$ cat config.mk
export PLATFORM = sky130hd
export DESIGN_NAME = cmd_arb_flat
export DESIGN_NICKNAME = d
export VERILOG_FILES = /design/src/rtl/knight_pkg.sv /design/src/rtl/cmd_arb_if.sv /design/src/rtl/exec_wdog.sv /design/src/rtl/cmd_arb.sv /design/src/flat_wrapper.sv
export SDC_FILE = /design/constraint.sdc
export NUM_CORES = 1
export LEC_CHECK = 0
export ABC_AREA = 1
export CAP_MARGIN = 20
export CORE_UTILIZATION = 55
export CTS_BUF_LIST = sky130_fd_sc_hd__clkbuf_8
export CTS_CLUSTER_DIAMETER = 40
export DETAILED_ROUTE_END_ITERATION = 10
export PLACE_DENSITY_LB_ADDON = 0.2
export SKIP_LAST_GASP = 1
export SYNTH_ARGS = -nofsm -noshare
export SYNTH_HDL_FRONTEND = slang
export SYNTH_SLANG_ARGS = --single-unit
$ cat constraint.sdc
create_clock -name clk -period 2.7 [get_ports clk]
set_input_delay 0.54 -clock clk [delete_from_list [all_inputs] [get_ports clk]]
set_output_delay 0.54 -clock clk [all_outputs]
set_load 0.05 [all_outputs]
$ cat src/rtl/knight_pkg.sv
// knight_pkg: definitions shared by the command arbiter and its neighbours.
//   opc_e       - command opcode nibble, cmd[15:12]
//   FanfareBit  - bit position of the fanfare flag inside a command word
//   resp_e      - response bytes returned to the remote link
//   arb_state_e - command arbiter FSM states
package knight_pkg;

  typedef enum logic [3:0] {
    OpcCal  = 4'h0,
    OpcMov  = 4'h2,
    OpcTour = 4'h4
  } opc_e;

  localparam int unsigned FanfareBit = 12;

  typedef enum logic [7:0] {
    RespOk   = 8'hA5,  // command complete / tour finished
    RespMove = 8'h5A,  // one tour move complete, tour continues
    RespTmo  = 8'hEE   // processor never reported done
  } resp_e;

  typedef enum logic [2:0] {
    StIdle,
    StRIssue,
    StRExec,
    StTIssue,
    StTExec
  } arb_state_e;

  function automatic logic is_tour(input logic [15:0] cmd);
    return cmd[15:12] == OpcTour;
  endfunction

endpackage

$ cat src/rtl/cmd_arb_if.sv
// cmd_arb_if: handshake bundle between the command sources (remote link, tour
// logic), the command arbiter and the command processor.
//   rmt_cmd/rmt_vld/rmt_clr     - remote command, valid held until clr pulse
//   tour_cmd/tour_vld/tour_clr  - tour move command, valid held until clr pulse
//   tour_fin/tour_go/tour_mode  - tour finished / tour start / tour owns processor
//   proc_cmd/proc_rdy/proc_clr  - command to processor, rdy held until clr pulse
//   proc_done                   - processor finished current command
//   resp/resp_vld               - response byte to remote, valid for one clock
// modport slave is the arbiter; modport master is its environment.
interface cmd_arb_if;

  logic [15:0] rmt_cmd;
  logic        rmt_vld;
  logic        rmt_clr;
  logic [15:0] tour_cmd;
  logic        tour_vld;
  logic        tour_clr;
  logic        tour_fin;
  logic        tour_go;
  logic        tour_mode;
  logic [15:0] proc_cmd;
  logic        proc_rdy;
  logic        proc_clr;
  logic        proc_done;
  logic [7:0]  resp;
  logic        resp_vld;

  modport slave (
    input  rmt_cmd, rmt_vld, tour_cmd, tour_vld, tour_fin, proc_clr, proc_done,
    output rmt_clr, tour_clr, tour_go, tour_mode, proc_cmd, proc_rdy, resp, resp_vld
  );

  modport master (
    output rmt_cmd, rmt_vld, tour_cmd, tour_vld, tour_fin, proc_clr, proc_done,
    input  rmt_clr, tour_clr, tour_go, tour_mode, proc_cmd, proc_rdy, resp, resp_vld
  );

endinterface

$ cat src/rtl/exec_wdog.sv
// exec_wdog: execution watchdog counter.
//   clk, rst_n  - clock, synchronous active-low reset
//   i_clr       - clear count to zero
//   i_en        - count one clock
//   o_expired   - high when the next counted clock reaches EXEC_TMO
module exec_wdog #(
  parameter int unsigned EXEC_TMO = 2_500_000
) (
  input  logic clk,
  input  logic rst_n,
  input  logic i_clr,
  input  logic i_en,
  output logic o_expired
);

  localparam int unsigned W = $clog2(EXEC_TMO + 1);

  logic [W-1:0] r_cnt;

  // Flag one count early so the owner acts on the edge where the count hits EXEC_TMO.
  assign o_expired = (r_cnt == W'(EXEC_TMO - 1));

  always_ff @(posedge clk) begin
    if (!rst_n) begin
      r_cnt <= '0;
    end else if (i_clr) begin
      r_cnt <= '0;
    end else if (i_en && !o_expired) begin
      r_cnt <= r_cnt + 1'b1;
    end
  end

endmodule

$ cat src/rtl/cmd_arb.sv
// cmd_arb: arbitrates remote and tour commands onto the command processor.
//   clk, rst_n - clock, synchronous active-low reset
//   bus        - cmd_arb_if.slave: remote/tour command handshakes, processor
//                handshake, tour control and response byte
// A remote TOUR opcode hands the processor to the tour logic until the tour
// reports it is finished; remote commands wait (uncleared) meanwhile.
module cmd_arb
  import knight_pkg::*;
#(
  parameter int unsigned EXEC_TMO = 2_500_000
) (
  input logic      clk,
  input logic      rst_n,
  cmd_arb_if.slave bus
);

  arb_state_e  r_state;
  logic [15:0] r_proc_cmd;
  logic        r_proc_rdy;
  logic        r_rmt_clr;
  logic        r_tour_clr;
  logic        r_tour_go;
  logic        r_tour_mode;
  logic        r_fin_pend;
  logic [7:0]  r_resp;
  logic        r_resp_vld;

  logic w_idle;
  logic w_issue;
  logic w_tour_side;
  logic w_complete;
  logic w_expired;

  assign w_idle      = (r_state == StIdle);
  assign w_issue     = (r_state == StRIssue) || (r_state == StTIssue);
  assign w_tour_side = (r_state == StTIssue) || (r_state == StTExec);
  // A done racing the clr in an ISSUE state still completes the command.
  assign w_complete  = bus.proc_done && (!w_issue || bus.proc_clr);

  // Held clear while idle, so every ISSUE entry starts from zero.
  exec_wdog #(
    .EXEC_TMO(EXEC_TMO)
  ) u_wdog (
    .clk      (clk),
    .rst_n    (rst_n),
    .i_clr    (w_idle),
    .i_en     (!w_idle),
    .o_expired(w_expired)
  );

  always_ff @(posedge clk) begin
    if (!rst_n) begin
      r_state     <= StIdle;
      r_proc_cmd  <= '0;
      r_proc_rdy  <= 1'b0;
      r_rmt_clr   <= 1'b0;
      r_tour_clr  <= 1'b0;
      r_tour_go   <= 1'b0;
      r_tour_mode <= 1'b0;
      r_fin_pend  <= 1'b0;
      r_resp      <= '0;
      r_resp_vld  <= 1'b0;
    end else begin
      r_rmt_clr  <= 1'b0;
      r_tour_clr <= 1'b0;
      r_tour_go  <= 1'b0;
      r_resp_vld <= 1'b0;
      case (r_state)
        StIdle: begin
          if (!r_tour_mode) begin
            if (bus.rmt_vld) begin
              r_rmt_clr <= 1'b1;
              if (is_tour(bus.rmt_cmd)) begin
                r_tour_go   <= 1'b1;
                r_tour_mode <= 1'b1;
              end else begin
                r_proc_cmd <= bus.rmt_cmd;
                r_proc_rdy <= 1'b1;
                r_state    <= StRIssue;
              end
            end
          end else if (bus.tour_fin) begin
            // Tour ended between moves.
            r_resp      <= RespOk;
            r_resp_vld  <= 1'b1;
            r_tour_mode <= 1'b0;
          end else if (bus.tour_vld) begin
            r_proc_cmd <= bus.tour_cmd;
            r_proc_rdy <= 1'b1;
            r_tour_clr <= 1'b1;
            r_state    <= StTIssue;
          end
        end
        StRIssue, StRExec, StTIssue, StTExec: begin
          if (w_tour_side && bus.tour_fin) r_fin_pend <= 1'b1;
          if (w_complete) begin
            r_proc_rdy <= 1'b0;
            r_resp_vld <= 1'b1;
            r_resp     <= RespOk;
            r_state    <= StIdle;
            if (w_tour_side) begin
              if (bus.tour_fin || r_fin_pend) begin
                r_tour_mode <= 1'b0;
                r_fin_pend  <= 1'b0;
              end else begin
                r_resp <= RespMove;
              end
            end
          end else if (w_expired) begin
            r_proc_rdy  <= 1'b0;
            r_resp      <= RespTmo;
            r_resp_vld  <= 1'b1;
            r_tour_mode <= 1'b0;
            r_fin_pend  <= 1'b0;
            r_state     <= StIdle;
          end else if (w_issue && bus.proc_clr) begin
            r_proc_rdy <= 1'b0;
            r_state    <= w_tour_side ? StTExec : StRExec;
          end
        end
        default: r_state <= StIdle;
      endcase
    end
  end

  assign bus.rmt_clr   = r_rmt_clr;
  assign bus.tour_clr  = r_tour_clr;
  assign bus.tour_go   = r_tour_go;
  assign bus.tour_mode = r_tour_mode;
  assign bus.proc_cmd  = r_proc_cmd;
  assign bus.proc_rdy  = r_proc_rdy;
  assign bus.resp      = r_resp;
  assign bus.resp_vld  = r_resp_vld;

endmodule

$ cat src/flat_wrapper.sv
// flat-port wrapper written by rule: the top's interface ports become plain ports
module cmd_arb_flat import knight_pkg::*;
#(
  parameter int unsigned EXEC_TMO = 2_500_000
)
  (clk, rst_n, bus_rmt_cmd, bus_rmt_vld, bus_tour_cmd, bus_tour_vld, bus_tour_fin, bus_proc_clr, bus_proc_done, bus_rmt_clr, bus_tour_clr, bus_tour_go, bus_tour_mode, bus_proc_cmd, bus_proc_rdy, bus_resp, bus_resp_vld);
  cmd_arb_if bus_i ();
  input logic clk;
  input logic rst_n;
  input wire logic [$bits(bus_i.rmt_cmd)-1:0] bus_rmt_cmd;
  input wire logic [$bits(bus_i.rmt_vld)-1:0] bus_rmt_vld;
  input wire logic [$bits(bus_i.tour_cmd)-1:0] bus_tour_cmd;
  input wire logic [$bits(bus_i.tour_vld)-1:0] bus_tour_vld;
  input wire logic [$bits(bus_i.tour_fin)-1:0] bus_tour_fin;
  input wire logic [$bits(bus_i.proc_clr)-1:0] bus_proc_clr;
  input wire logic [$bits(bus_i.proc_done)-1:0] bus_proc_done;
  output wire logic [$bits(bus_i.rmt_clr)-1:0] bus_rmt_clr;
  output wire logic [$bits(bus_i.tour_clr)-1:0] bus_tour_clr;
  output wire logic [$bits(bus_i.tour_go)-1:0] bus_tour_go;
  output wire logic [$bits(bus_i.tour_mode)-1:0] bus_tour_mode;
  output wire logic [$bits(bus_i.proc_cmd)-1:0] bus_proc_cmd;
  output wire logic [$bits(bus_i.proc_rdy)-1:0] bus_proc_rdy;
  output wire logic [$bits(bus_i.resp)-1:0] bus_resp;
  output wire logic [$bits(bus_i.resp_vld)-1:0] bus_resp_vld;
  assign bus_i.rmt_cmd = bus_rmt_cmd;
  assign bus_i.rmt_vld = bus_rmt_vld;
  assign bus_i.tour_cmd = bus_tour_cmd;
  assign bus_i.tour_vld = bus_tour_vld;
  assign bus_i.tour_fin = bus_tour_fin;
  assign bus_i.proc_clr = bus_proc_clr;
  assign bus_i.proc_done = bus_proc_done;
  assign bus_rmt_clr = bus_i.rmt_clr;
  assign bus_tour_clr = bus_i.tour_clr;
  assign bus_tour_go = bus_i.tour_go;
  assign bus_tour_mode = bus_i.tour_mode;
  assign bus_proc_cmd = bus_i.proc_cmd;
  assign bus_proc_rdy = bus_i.proc_rdy;
  assign bus_resp = bus_i.resp;
  assign bus_resp_vld = bus_i.resp_vld;
  cmd_arb #(.EXEC_TMO(EXEC_TMO)) u_core (.clk(clk), .rst_n(rst_n), .bus(bus_i));
endmodule
# Yosys cells after proc, flatten, opt, wreduce, memory -nomap -nowiden
# Index checks and enable logic that the tools add are counted.
# Widths: inputs -> output; s select.
# totals
out_inout_bits	30
word_cells	109
regBits	56
# classes
n_mux	52
n_eq_ne	19
bitwise	3
addsub	1
reduce_logical	23
# ops
operator	n
$mux 16	5
$mux 8	6
$mux 1	27
$mux 3	9
$add 22x1->22 const B	1
$eq 22x22->1 const B	1
$pmux 8 s2	1
$ne 3x2->1 const B	4
$reduce_and 5->1	2
$ne 3x3->1 const B	3
$reduce_and 4->1	2
$reduce_or 4->1	2
$eq 3x2->1 const B	2
$ne 2x2->1 const B	3
$pmux 1 s2	3
$pmux 3 s2	1
$reduce_and 6->1	1
$eq 4x3->1 const B	1
$logic_and 1x1->1	4
$logic_or 1x1->1	4
$ne 2x1->1 const B	2
$ne 4x2->1 const B	1
$reduce_bool 2->1	2
$eq 3x1->1 const B	1
other kinds (6)	10

# Longest topological paths before layout
# Gate-level depths: netlist (run 1).
# logic_depth
depth_word	7
ltp_mapped	11

# Hierarchy
# From an unflattened synthesis (run 1), not the netlist that was laid out.
# hier_totals
hier_cells	448
hier_area_um2	2919.0
# by_module_without_submodules
module	n_inst	seq_area_each_um2	cells_each	area_per_inst_um2
cmd_arb	1	600.6	225	1483.9
exec_wdog	1	440.4	223	1435.1

# Worst setup path before layout (run 1)
# Ideal clock, no wire load.
# synth_path
kind	flip-flop to flip-flop
from	register u_core.r_tour_mode (netlist: u_core.bus.tour_mode)
to	register u_core.r_proc_cmd[3] (netlist: u_core.bus.proc_cmd[3])
arrival_ps	1583
setup_ps	119
path_slack_ps	997
stages_incl_launch_ff	8
synth_period_minus_slack_ps	1703
cell_sequence	dfxtp_1 > inv_2 > buf_2 > o21ai_1 > nand4_1 > clkbuf_1 > o21ai_0 > a21oi_1
# synth_via
elab_chain_len	2
word_cells_on_any_way	6
cone_classes	eq/ne (3); mux (1); reduce/logical (2)
# synth_rtl
element	line_no	rtl
start, declared	cmd_arb.sv:23	logic r_tour_mode;
start signal, assigned	cmd_arb.sv:59	r_tour_mode <= 1'b0;
start signal, assigned	cmd_arb.sv:75	r_tour_mode <= 1'b1;
start signal, assigned	cmd_arb.sv:86	r_tour_mode <= 1'b0;
$ne 2x1->1 (no source line) (tied with other cells)	--	
$reduce_and 5->1 (no source line)	--	
end signal, assigned	cmd_arb.sv:77	r_proc_cmd <= bus.rmt_cmd;
end signal, assigned	cmd_arb.sv:88	r_proc_cmd <= bus.tour_cmd;
end, declared	cmd_arb.sv:18	logic [15:0] r_proc_cmd;
# Parallel ways exist; a longest one is shown, timed or not.
# A chain may end at the register's enable or synchronous reset.

# Final worst setup path (run 1)
# layout_path
from	register u_core.u_wdog.r_cnt[0]
to	register u_core.u_wdog.r_cnt[8]
# layout_via
elab_chain_len	3
word_cells_on_any_way	4
cone_classes	add/sub (1); eq/ne (1); reduce/logical (2)
# layout_rtl
element	line_no	rtl
start, declared	exec_wdog.sv:18	logic [W-1:0] r_cnt;
start signal, assigned	exec_wdog.sv:29	r_cnt <= r_cnt + 1'b1;
branches (longest 3 deep; another with $add 22x1->22)	--	
# Parallel ways; which one is timed is not known.

==> results.sh, run 1 <==
export IMPL_crit_arrival_ns=2.31
export IMPL_met2_usage=0.488
export IMPL_routed_wl_um=7430
export IMPL_die_w_um=74.3
export IMPL_grt_pass1_vias=2670
export IMPL_drt_vias_per_instance=5.25
export IMPL_clkLatencyLatePin_ns=0.31
export IMPL_p_sw_frac=0.491
export IMPL_fin_tns_setup_ns=0
export IMPL_fin_nets=548
export IMPL_reg2reg_slack_ns=0.63
export IMPL_placedCellCount=568
export IMPL_fin_ws_ns=0.628
export IMPL_combinationalPowerShare=0.559
export IMPL_synth_seq_area_share=0.362
export IMPL_power_density_nw_per_um2=969
export IMPL_ctsResizeCount=0
export IMPL_grt_max_degree=33
export IMPL_clock_skew_ns=0.00952
export IMPL_grt_overflow=0
export IMPL_cts_setup_buffers=0
export IMPL_fin_crit_sh=0.767
export IMPL_vdd_drop_max_mv=0.712
export IMPL_dpl_worst_slack_ns=0.646
export IMPL_io_pins=69
export IMPL_rows=25
export IMPL_clkPwrFrac=0.150
export IMPL_r2r_end="u_core.u_wdog.r_cnt[8]$_SDFFE_PP0P_"
export IMPL_drt_iter0_drc=229
export IMPL_syn2layout_area_growth_pct=27.5
export IMPL_synth_xor_area_frac=0.0244
export IMPL_reg2reg_depth=9
export IMPL_dieArea_um2=5520
export IMPL_cp_start_kind="flip-flop"
export IMPL_syn_num_nets=487
export IMPL_synth_top_family_by_area="simple AND/OR/NAND/NOR gates"
export IMPL_finalWeightedCongestion=0.921
export IMPL_portBuffers=68
export IMPL_final_max_slew_violation_count=0
export IMPL_status="finished clean"
export IMPL_worstHoldStart="u_core.bus.proc_cmd[7]$_SDFFE_PN0P_"
export IMPL_fin_crit_ns=2.07
export IMPL_cts_root_buffer="clkbuf_8"
export IMPL_grt_use_total=0.276
export IMPL_cts_made_buffers=5
export IMPL_antenna_found_initial=0
export IMPL_post_synth_cell_area_avg_um2=6.43
export IMPL_path_cells="ha_1, nand3_1, nor2_1, nand3_2, nand2_4, inv_4, nand2_1, o21ai_0, a21oi_1"
export IMPL_max_stage_delay_ns=0.43
export IMPL_crit_path_top_delay_cell="dfxtp_1"
export IMPL_drive_gt1_frac=0.0609
export IMPL_synth_seq_cells=52
export IMPL_vias=3023
export IMPL_hold_end="u_core.bus.proc_cmd[7]$_SDFFE_PN0P_"
export IMPL_synth_simple_gate_area_frac=0.365
export IMPL_total_power_w=0.00355
export IMPL_hold_violations=0
export IMPL_cts_path_max_buffers=2
export IMPL_drc_errors=0
export IMPL_met3_usage=0.0610
export IMPL_numClockSinks=52
export IMPL_seq_power_share=0.292
export IMPL_yosysWarnings=0
export IMPL_cts_tree="built"
export IMPL_finalSetupViolations=0
export IMPL_hold_buffers=0
export IMPL_switchingPower_w=0.00174
export IMPL_rr_startpoint="u_core.u_wdog.r_cnt[0]$_SDFFE_PP0P_"
export IMPL_fmax_ghz=0.483
export IMPL_ant_nets=0
export IMPL_cp_required_ns=2.94
export IMPL_hold_depth=2
export IMPL_core_area_um2=4880
export IMPL_synthMuxAreaShare=0
export IMPL_die_y_um=74.3
export IMPL_grt_pass1_wl_um=11800
export IMPL_cap_violations=0
export IMPL_syn_area_um2=2870
export IMPL_busiest_layer="met2"
export IMPL_tightest_slew_ns=0.529
export IMPL_min_path_type="reg2reg"
export IMPL_diodes=0
export IMPL_relSlewSlack=0.646
export IMPL_endpoint_kind="flip-flop"
export IMPL_worstSetupPathType="reg2reg"
export IMPL_path_clk_slew_ns=0.10
export IMPL_synth_compound_gate_area_share=0.131
export IMPL_drtPass1Iterations=5
export IMPL_syn_inst=447
export IMPL_globalRouteMet1Util=0.345
export IMPL_yosysUniqueCellTypes=34
export IMPL_fin_cells=576
export IMPL_rsz0062_at_grt="false"
export IMPL_dp_hpwl_um=5360
export IMPL_yosys_area_share_adder=0.00435
export IMPL_path_max_fanout=19
export IMPL_p_leak_nw=1.49
export IMPL_intPower_w=0.00181
export IMPL_wl_per_cell_um=12.9
export IMPL_start_util=0.589
export IMPL_htreeDepth=2
-- stage by stage --
step	area, µm²	utilization	hold slack (ns)
after global routing	3660	0.751	0.470
after floorplan	2870	-	0.458
after CTS	3660	0.751	0.449
after detailed placement	3560	0.729	0.436
after global placement	3560	0.729	0.430
final	3660	0.751	0.449
-- kinds of logic after synthesis --
family | after synthesis
and+or+nand+nor | 240
adders and majority gates | 1
xor gates and xnor gates | 8
AOI/OAI and AO/OA | 71
DFF | 52
buffers and inverters | 75
-- per-layer routing --
metal / vias to the layer above / part of all wire
li1: 1531 / -
met1: 1353 / 0.43
met2: 129 / 0.48
met3: 10 / 0.085
met4: 0 / 0.0085
met5: - / 0
-- power by group through the flow --
| stage | registers [W] | logic [W] | clock network [W] |
|---|---|---|---|
| 2_1_floorplan | 0.00154 | 0.000979 | 0 |
| 6_report | 0.00104 | 0.00198 | 0.000531 |
| 4_1_cts | 0.00104 | 0.00198 | 0.000538 |
| 3_3_place_gp | 0.00105 | 0.00194 | 0 |
| 5_1_grt | 0.00106 | 0.00215 | 0.000571 |
| 3_5_place_dp | 0.00105 | 0.00197 | 0 |
-- how the worst max path moves through the flow --
stage | start | end | slack (ns) | depth (start not counted)
floorplan | u_core.bus.tour_mode$_SDFFE_PN0P_ | u_core.bus.proc_cmd[3]$_SDFFE_PN0P_ | 1.0 | 7
global placement | bus_rmt_cmd[12] | u_core.bus.proc_cmd[3]$_SDFFE_PN0P_ | 0.72 | 7
CTS | u_core.bus.resp[6]$_SDFFE_PN0P_ | bus_resp[1] | 0.62 | 1
finish | u_core.u_wdog.r_cnt[0]$_SDFFE_PP0P_ | u_core.u_wdog.r_cnt[8]$_SDFFE_PP0P_ | 0.63 | 9
global route | u_core.u_wdog.r_cnt[0]$_SDFFE_PP0P_ | u_core.u_wdog.r_cnt[8]$_SDFFE_PP0P_ | 0.44 | 9
detailed placement | bus_rmt_cmd[12] | u_core.bus.proc_cmd[9]$_SDFFE_PN0P_ | 0.65 | 7
-- cell usage after synthesis, drive strengths merged --
master / count / area share
dfxtp: 52 / 0.36
nand2: 152 / 0.21
xor2: 6 / 0.018
buf: 13 / 0.030
a21oi: 40 / 0.070
o21bai: 1 / 0.0026
xnor2: 2 / 0.0061
o21ai: 30 / 0.059
ha: 1 / 0.0044
or2: 2 / 0.0044
nor2: 37 / 0.050
nand4: 10 / 0.022
nor3: 13 / 0.028
inv: 58 / 0.077
and3: 1 / 0.0022
nand3: 19 / 0.038
nand3b: 4 / 0.010
clkbuf: 4 / 0.0065
nor4: 2 / 0.0044
-- state kept, by name (all words and copies together) (netlist names), 3 cells and up --
| name | flops |
|---|---|
| u_core.u_wdog.r_cnt | 22 |
| u_core.bus.proc_cmd | 16 |
| u_core.bus.resp | 4 |
| u_core.r_state | 3 |
-- placed cells by master, fill, tap and decap left out, types with 2 or more instances in the layout --
cell,netlist,final
inv_1,53,54
o21ai_0,21,21
o21ai_1,6,6
nand3b_1,4,4
o21ai_2,2,2
xnor2_1,2,2
nand3_2,3,3
nor4_1,2,2
nand2_2,5,5
nand4_1,10,10
xor2_1,6,6
nand2_1,146,146
dfxtp_1,52,52
or2_1,2,2
a21oi_1,40,40
clkbuf_8,0,5
inv_2,4,4
nor2_2,2,2
buf_4,4,3
nand3_1,16,16
nor3_1,11,11
clkdlybuf4s50_1,0,68
nor2_1,35,35
-- area by class of cell --
cell class	instances	area [µm²]
Multi-Input combinational cell	320	1510
Fill cell	407	1210
Sequential cell	52	1040
Timing Repair Buffer	71	703
Inverter	58	220
Tap cell	67	83.8
Clock buffer	5	68.8
Clock inverter	3	38.8
-- critical path: cells and delay by family (launching register included) --
kind,cells,cell delay (ns)
AOI/OAI and AO/OA,2,0.23
buffers and inverters,1,0.15
and+or+nand+nor,5,0.86
adders and majority gates,1,0.33
DFF,1,0.43
Power figures use the tool's default switching activity.
==> inputs of run 2 (changes only) <==
- CORE_UTILIZATION: 55 -> 46
- clock period: 2.7 -> 1.8 ns (I/O delays scaled with it)
==> run 2 against run 1 <==
Compared with the run above:
- sequential power is 50% higher
- routed wire length is 7.4% lower
- setup slack worse by 0.50 ns
- clock power is 32% higher
- sequential share of layout area is 0.20 points lower
- global-route usage is 5.5 points lower
- cell count is 3.5% higher
- combinational power is 57% higher
- highest routed layer unchanged
==> results.sh, run 2 (synthesized netlist as in run 1, its figures left out) <==
export IMPL_min_path_type="reg2reg"
export IMPL_portBuffers=68
export IMPL_rr_startpoint="u_core.u_wdog.r_cnt[0]$_SDFFE_PP0P_"
export IMPL_multi_input_area_um2=1510
export IMPL_cts_made_buffers=5
export IMPL_top_register="u_core.u_wdog.r_cnt"
export IMPL_fin_crit_ns=1.67
export IMPL_r2r_end="u_core.u_wdog.r_cnt[10]$_SDFFE_PP0P_"
export IMPL_seqCellArea_um2=1050
export IMPL_p_leak_nw=1.60
export IMPL_path_clk_slew_ns=0.10
export IMPL_syn2layout_area_growth_pct=29.0
export IMPL_grt_pass1_vias=2565
export IMPL_total_power_w=0.00536
export IMPL_power_density_nw_per_um2=1440
export IMPL_cap_violations=0
export IMPL_largest_register_ffs=22
export IMPL_path_max_fanout=8
export IMPL_final_max_slew_violation_count=0
export IMPL_core_area_um2=5990
export IMPL_numClockSinks=52
export IMPL_cts_root_buffer="clkbuf_8"
export IMPL_final_common_cell="nand2_1"
export IMPL_finalSetupViolations=0
export IMPL_endpoint_kind="flip-flop"
export IMPL_cts_path_max_buffers=2
export IMPL_io_pins=69
export IMPL_relSlewSlack=0.767
export IMPL_worstHoldStart="u_core.bus.proc_cmd[12]$_SDFFE_PN0P_"
export IMPL_cts_tree="built"
export IMPL_reg2reg_slack_ns=0.13
export IMPL_drtPass1Iterations=4
export IMPL_nFillCells=561
export IMPL_ant_nets=0
export IMPL_finalWeightedCongestion=0.877
export IMPL_mostFrequentLayoutCells="nand2_1, inv_1, dfxtp_1, buf_4, a21oi_1"
export IMPL_clock_skew_ns=0.00620
export IMPL_drt_vias_per_instance=4.92
export IMPL_cp_required_ns=2.00
export IMPL_grt_max_degree=27
export IMPL_final_util=0.619
export IMPL_status="finished clean"
export IMPL_drc_errors=0
export IMPL_clkLatencyLatePin_ns=0.31
export IMPL_reg2reg_depth=10
export IMPL_antenna_found_initial=0
export IMPL_grt_overflow=0
export IMPL_placedCellCount=585
export IMPL_htreeDepth=2
export IMPL_vias=2931
export IMPL_crit_arrival_ns=1.87
export IMPL_grt_pass1_wl_um=11300
export IMPL_die_y_um=81.0
export IMPL_grt_use_total=0.221
export IMPL_start_util=0.480
export IMPL_drt_iter0_drc=153
export IMPL_vdd_drop_max_mv=0.904
export IMPL_dp_hpwl_um=5240
export IMPL_drive_gt1_frac=0.148
export IMPL_hold_violations=0
export IMPL_worstSetupPathType="reg2reg"
export IMPL_tightest_slew_ns=0.346
export IMPL_fin_nets=560
export IMPL_diodes=0
export IMPL_wl_per_cell_um=11.5
export IMPL_cp_start_kind="flip-flop"
export IMPL_fin_crit_sh=0.928
export IMPL_fmax_ghz=0.599
export IMPL_rows=28
export IMPL_rsz0062_at_grt="false"
export IMPL_die_w_um=81.0
export IMPL_hold_depth=2
export IMPL_dieArea_um2=6570
export IMPL_fin_cells=596
export IMPL_routed_wl_um=6870
export IMPL_hold_end="u_core.bus.proc_cmd[12]$_SDFFE_PN0P_"
export IMPL_hold_buffers=0
[run 2: cell count changes in the layout (fill, tap and decap cells not counted)]
cell,previous run,this run
buf_12,0,2
buf_4,3,43
bufinv_16,1,0
clkbuf_8,5,6
clkdlybuf4s50_1,68,38
clkinv_2,1,0
clkinvlp_4,0,1
dfxtp_1,52,48
dfxtp_2,0,4
inv_4,1,0
inv_6,0,1
[run 2: where the power goes]
group	internal [W]	switching, W	total (W)
clock network	0.000308	0.000392	0.000699
logic	0.00101	0.00209	0.00310
registers	0.00140	0.000162	0.00156
total	0.00272	0.00264	0.00536
[run 2: what timing repair did]
action | CTS | global route
endpoints found under the hold margin | 0 | 0
buffers inserted | 0 | 3
setup endpoints to repair | 0 | 9
resized for setup | 0 | 5
[run 2: stage by stage]
stage	TNS [ns]	instance area [µm²]	hold WS, ns	setup WS [ns]
3_5_place_dp	-0.0302	3580	0.437	-0.0115
4_1_cts	0	3680	0.453	0.0398
6_report	0	3710	0.449	0.130
2_1_floorplan	0	2870	0.437	0.0972
5_1_grt	0	3710	0.476	0.00452
3_3_place_gp	0	3580	0.432	0.0599
[run 2: critical path, stage by stage, from the launching register on]
cell	delay, ns
dfxtp_2	0.34
ha_1	0.17
nand3_1	0.11
nor2_1	0.14
nand3_2	0.19
nand2_4	0.21
buf_4	0.14
nor2_2	0.05
xor2_1	0.14
inv_1	0.06
nor2_1	0.03
[run 2: cell type report]
class / count / share of cell area
sequential: 52 / 0.282
multi-input combinational: 320 / 0.407
tap: 75 / 0.0253
clock buffer: 6 / 0.0223
clock inverter: 2 / 0.00304
inverter: 58 / 0.0601
timing repair buffer: 83 / 0.200
[run 2: metal layers]
metal	wire length [µm]	up-vias	global-route usage
met5	0	-	0
met2	3410	51	0.364
met3	235	11	0.0337
li1	-	1561	-
met1	3130	1308	0.282
met4	99	0	0.102
[run 2: how the worst max path moves through the flow]
stage               cells past startpoint                                 from  slack, ns                                    to
global route                           10  u_core.u_wdog.r_cnt[0]$_SDFFE_PP0P_      0.005  u_core.u_wdog.r_cnt[10]$_SDFFE_PP0P_
finish                                 10  u_core.u_wdog.r_cnt[0]$_SDFFE_PP0P_       0.13  u_core.u_wdog.r_cnt[10]$_SDFFE_PP0P_
detailed placement                      7                      bus_rmt_cmd[12]      -0.01   u_core.bus.proc_cmd[8]$_SDFFE_PN0P_
global placement                        7                      bus_rmt_cmd[12]       0.06  u_core.bus.proc_cmd[10]$_SDFFE_PN0P_
floorplan                               7    u_core.bus.tour_mode$_SDFFE_PN0P_        0.1   u_core.bus.proc_cmd[3]$_SDFFE_PN0P_
CTS                                     9  u_core.u_wdog.r_cnt[1]$_SDFFE_PP0P_       0.04  u_core.u_wdog.r_cnt[12]$_SDFFE_PP0P_
